<file path="src/rtl/memory_block_transfer.sv">
// Moves one cache block between a word-wide memory and the cache buffer, one word per access,
// with a single idle gap cycle between word accesses so the memory can reload its delay counter.
module memory_block_transfer #(
    parameter int unsigned ADDRESS_WIDTH   = 16,
    parameter int unsigned DATA_WIDTH      = 32,
    parameter int unsigned WORDS_PER_BLOCK = 8,
    parameter int unsigned OFFSET_WIDTH    = $clog2(WORDS_PER_BLOCK)
) (
    input  logic                                  clk_i,
    input  logic                                  rst_ni,
    input  logic                                  request_read_i,
    input  logic                                  request_write_i,
    input  logic [ADDRESS_WIDTH-OFFSET_WIDTH-1:0] block_address_i,
    output logic                                  busy_o,
    output logic                                  done_o,
    output logic [OFFSET_WIDTH-1:0]               buffer_index_o,
    input  logic [DATA_WIDTH-1:0]                 buffer_read_data_i,
    output logic [DATA_WIDTH-1:0]                 buffer_write_data_o,
    output logic                                  buffer_write_enable_o,
    output logic [ADDRESS_WIDTH-1:0]              address_o,
    output logic [DATA_WIDTH-1:0]                 data_out_o,
    input  logic [DATA_WIDTH-1:0]                 data_in_i,
    output logic                                  read_enabled_o,
    output logic                                  write_enabled_o,
    input  logic                                  function_complete_i
);

    typedef enum logic [1:0] {StIdle, StAccess, StGap, StDone} state_e;

    localparam logic [OFFSET_WIDTH-1:0] LastOffset = OFFSET_WIDTH'(WORDS_PER_BLOCK - 1);

    state_e                            state_q;
    logic                              write_q;
    logic                              busy_q;
    logic                              done_q;
    logic                              read_en_q;
    logic                              write_en_q;
    logic [OFFSET_WIDTH-1:0]           offset_q;
    logic [ADDRESS_WIDTH-OFFSET_WIDTH-1:0] block_q;

    always_ff @(posedge clk_i or negedge rst_ni) begin
        if (!rst_ni) begin
            state_q    <= StIdle;
            write_q    <= 1'b0;
            busy_q     <= 1'b0;
            done_q     <= 1'b0;
            read_en_q  <= 1'b0;
            write_en_q <= 1'b0;
            offset_q   <= '0;
            block_q    <= '0;
        end else begin
            done_q <= 1'b0;
            unique case (state_q)
                StIdle: begin
                    // Write-back wins when both requests arrive together.
                    if (request_write_i || request_read_i) begin
                        write_q    <= request_write_i;
                        block_q    <= block_address_i;
                        offset_q   <= '0;
                        busy_q     <= 1'b1;
                        read_en_q  <= ~request_write_i;
                        write_en_q <= request_write_i;
                        state_q    <= StAccess;
                    end
                end
                StAccess: begin
                    if (function_complete_i) begin
                        read_en_q  <= 1'b0;
                        write_en_q <= 1'b0;
                        state_q    <= StGap;
                    end
                end
                StGap: begin
                    if (offset_q == LastOffset) begin
                        done_q  <= 1'b1;
                        state_q <= StDone;
                    end else begin
                        offset_q   <= offset_q + OFFSET_WIDTH'(1);
                        read_en_q  <= ~write_q;
                        write_en_q <= write_q;
                        state_q    <= StAccess;
                    end
                end
                StDone: begin
                    busy_q  <= 1'b0;
                    state_q <= StIdle;
                end
                default: state_q <= StIdle;
            endcase
        end
    end

    assign busy_o                = busy_q;
    assign done_o                = done_q;
    assign read_enabled_o        = read_en_q;
    assign write_enabled_o       = write_en_q;
    assign buffer_index_o        = offset_q;
    assign address_o             = {block_q, offset_q};
    assign buffer_write_enable_o = read_en_q & function_complete_i;
    assign buffer_write_data_o   = data_in_i;
    assign data_out_o            = write_en_q ? buffer_read_data_i : '0;

endmodule

</file>
<file path="config.mk">
export PLATFORM = sky130hd
export DESIGN_NAME = memory_block_transfer
export DESIGN_NICKNAME = d
export VERILOG_FILES = /design/src/rtl/memory_block_transfer.sv
export SDC_FILE = /design/constraint.sdc
export NUM_CORES = 1
export LEC_CHECK = 0
export ABC_AREA = 1
export BUFFER_PORTS_ARGS = -buffer_cell sky130_fd_sc_hd__buf_2
export CORE_ASPECT_RATIO = 0.5
export CORE_MARGIN = 4
export CORE_UTILIZATION = 38
export CTS_CLUSTER_SIZE = 20
export DETAILED_ROUTE_END_ITERATION = 10
export GPL_TIMING_DRIVEN = 0
export PLACE_DENSITY = 0.85
export REMOVE_ABC_BUFFERS = 1
export SLEW_MARGIN = 20
export SYNTH_ARGS = -nofsm -noshare
export SYNTH_HDL_FRONTEND = slang
export SYNTH_SLANG_ARGS = --single-unit
export TNS_END_PERCENT = 100
</file>
<file path="constraint.sdc">
create_clock -name clk_i -period 2.8 [get_ports clk_i]
set_input_delay 0.28 -clock clk_i [delete_from_list [all_inputs] [get_ports clk_i]]
set_output_delay 0.28 -clock clk_i [all_outputs]
set_load 0.1 [all_outputs]
</file>
==> results.py <==
metrics = {
    "run_status": {
        "outcome": "complete, no violations",
    },
    "floorplanning": {
        "num_io_pins": 170,
        "row_count": 16,
        "die_h_um": 53.8,
        "coreArea_um2": 3960,
        "die_width_um": 99.7,
        "die_area_um2": 5370,
        "start_util_pct": 40.3,
    },
    "placement": {
        "dp_hpwl_um": 4380,
        "io_buffers": 105,
        "place_congestion": 0.812,
    },
    "yosys": {
        "ys_types": 18,
        "ys_warn_count": 0,
        "avgSynthCellArea_um2": 7.00,
        "netlist_area_um2": 1600,
        "synthCells": 228,
        "ys_seq_area_share_pct": 36.1,
        "synth-seq-cells": 23,
    },
    "sta": {
        "max_freq_mhz": 469,
        "clock-skew-final_ps": 2.64,
        "fin_crit_ps": 2130,
        "slew_violations": 0,
        "slew_headroom_pct": 39.6,
        "setup_viol": 0,
        "rsz0062_at_grt": "no",
        "worst_slew_pin_slew_ps": 906,
        "finalCritPeriodShare_pct": 76.2,
        "hold_violations": 0,
        "setup_tns_ps": 0,
    },
    "drt": {
        "wire_per_inst_um": 15.6,
        "met2_length_um": 2420,
        "firstDrtPassIters": 4,
        "avgViaCountPerCell": 4.54,
        "drt-met1-wl_um": 1970,
        "dr.max_layer_used": "met5",
        "wl_um": 5450,
        "dr_wl_met3_um": 988,
        "vias": 1589,
        "ant_nets": 0,
        "drc_errors": 0,
        "drt_iter0_drc": 56,
    },
    "clock_tree": {
        "insertion_delay_ps": 270,
        "cts-resized-gates": 0,
        "cts_tree": "yes",
        "clock-sinks": 23,
        "htree_levels": 1,
        "numCtsBuffers": 3,
        "cts_buffer_depth": 2,
        "root_buffer": "clkbuf_8",
        "path_clk_slew_ps": 90,
    },
    "final_layout": {
        "layout-drive-gt1-share_pct": 38.5,
        "diodes": 0,
        "synthToLayoutAreaGrowth_pct": 21.3,
        "final.fill_count": 373,
        "fin_nets": 385,
    },
    "run": {
        "maxCapViolCount": 0,
    },
    "setup_path": {
        "critPathKind": "flip-flop to output pin",
        "cp.arrival_ps": 1850,
        "r2r_slack_ps": 1170,
        "cp-start-kind": "flip-flop",
        "endpoint_kind": "output pin",
        "critPathRequiredTime_ps": 2520,
        "crit_fanout": 34,
    },
    "global_routing": {
        "grt_pass1_wl_um": 7670,
        "antenna_found_initial": 0,
        "grt_pass1_vias": 1458,
        "grtUsageTotal_pct": 19.3,
        "grt-ovfl-total": 0,
        "grt_max_degree": 35,
    },
    "hold_path": {
        "holdCritPathClass": "input port to flip-flop",
    },
}
==> through the flow <==
step	hold WS (ps)	cells	util [%]	cell area (µm²)	worst slack, ps
after floorplan	-15.6	186	-	1280	258
after global placement	269	345	47.4	1880	1050
after detailed placement	281	345	47.4	1880	972
after CTS	193	350	48.9	1940	668
after global routing	202	350	48.9	1940	483
final	197	350	48.9	1940	667
==> layout by cell type, fill, tap and decap left out, types with 2 or more instances in the layout <==
cell type,n
o21ai_0,6
nor2_1,4
ha_1,6
a21oi_1,2
inv_1,42
buf_2,105
o21ai_1,3
dfrtp_1,23
clkbuf_8,3
nand3_1,5
nand2_1,90
==> cells in the mapped netlist <==
| cell type | number | area share, % |
|---|---|---|
| buf_4 | 36 | 17 |
| buf_6 | 2 | 1.4 |
| inv_1 | 42 | 9.9 |
| buf_2 | 3 | 0.94 |
| clkbuf_1 | 1 | 0.23 |
| ha_1 | 6 | 4.7 |
| nor2_1 | 4 | 0.94 |
| nand2_1 | 90 | 21 |
| or2_2 | 1 | 0.39 |
| dfrtp_1 | 23 | 36 |
| o21ai_0 | 6 | 1.9 |
| nand2_2 | 1 | 0.39 |
| nand3_1 | 5 | 1.6 |
| o21ai_1 | 3 | 0.94 |
| o21ai_4 | 1 | 1.0 |
| inv_2 | 1 | 0.23 |
| a21oi_1 | 2 | 0.63 |
| nand2_4 | 1 | 0.71 |
==> logic make-up (layout without fill, tap and decap cells) <==
family,after synthesis,in the layout,synth area share [%]
AND/OR/NAND/NOR,102,102,25.2
buffers and inverters,85,153,29.6
flip-flops,23,23,36.1
AO/OA/AOI/OAI,12,12,4.47
adder cells (fa/ha/maj),6,6,4.70
==> worst max-delay path: stages, from the launching register on <==
cell     delay (ps)
dfrtp_1         940
nand2_1         120
inv_1            80
buf_2           420
==> metal layers <==
layer | global-route usage (%) | vias to the layer above
met4 | 3.40 | 2
met2 | 30.6 | 115
met3 | 17.1 | 6
li1 | - | 759
met1 | 19.2 | 707
met5 | 5.77 | -
==> layout make-up <==
type	count	area [µm²]	share of cell area (%)
sequential	23	576	29.7
tap	54	67.6	3.49
clock buffer	3	41.3	2.13
timing repair buffer	106	536	27.6
clock inverter	1	7.51	0.388
multi-input combinational	120	548	28.3
inverter	43	161	8.33
==> timing repair <==
| action | in CTS | in global routing |
|---|---|---|
| hold endpoints to repair | 23 | 0 |
| hold buffers | 1 | 0 |
| buffers inserted | 0 | 0 |
==> flip-flops by register name, summed over array words and instances (netlist names) <==
signal / count
block_q: 13
buffer_index_o: 3
state_q: 2
busy_o: 1
done_o: 1
read_enabled_o: 1
write_enabled_o: 1
write_q: 1
==> worst paths after layout <==
kind | end | from | cells past startpoint
max in group asynchronous | write_q | rst_ni | 2
max reg2reg | busy_o | state_q[0] | 6
min | block_q[2] | block_address_i[2] | 3
min reg2reg | block_q[2] | block_q[2] | 2
min in group asynchronous | buffer_index_o[0] | rst_ni | 2
max | data_out_o[3] | write_enabled_o | 3
Power is left out: the tool's default activity adds up to more than one toggle a clock period on the data nets, which glitch-free logic cannot reach.
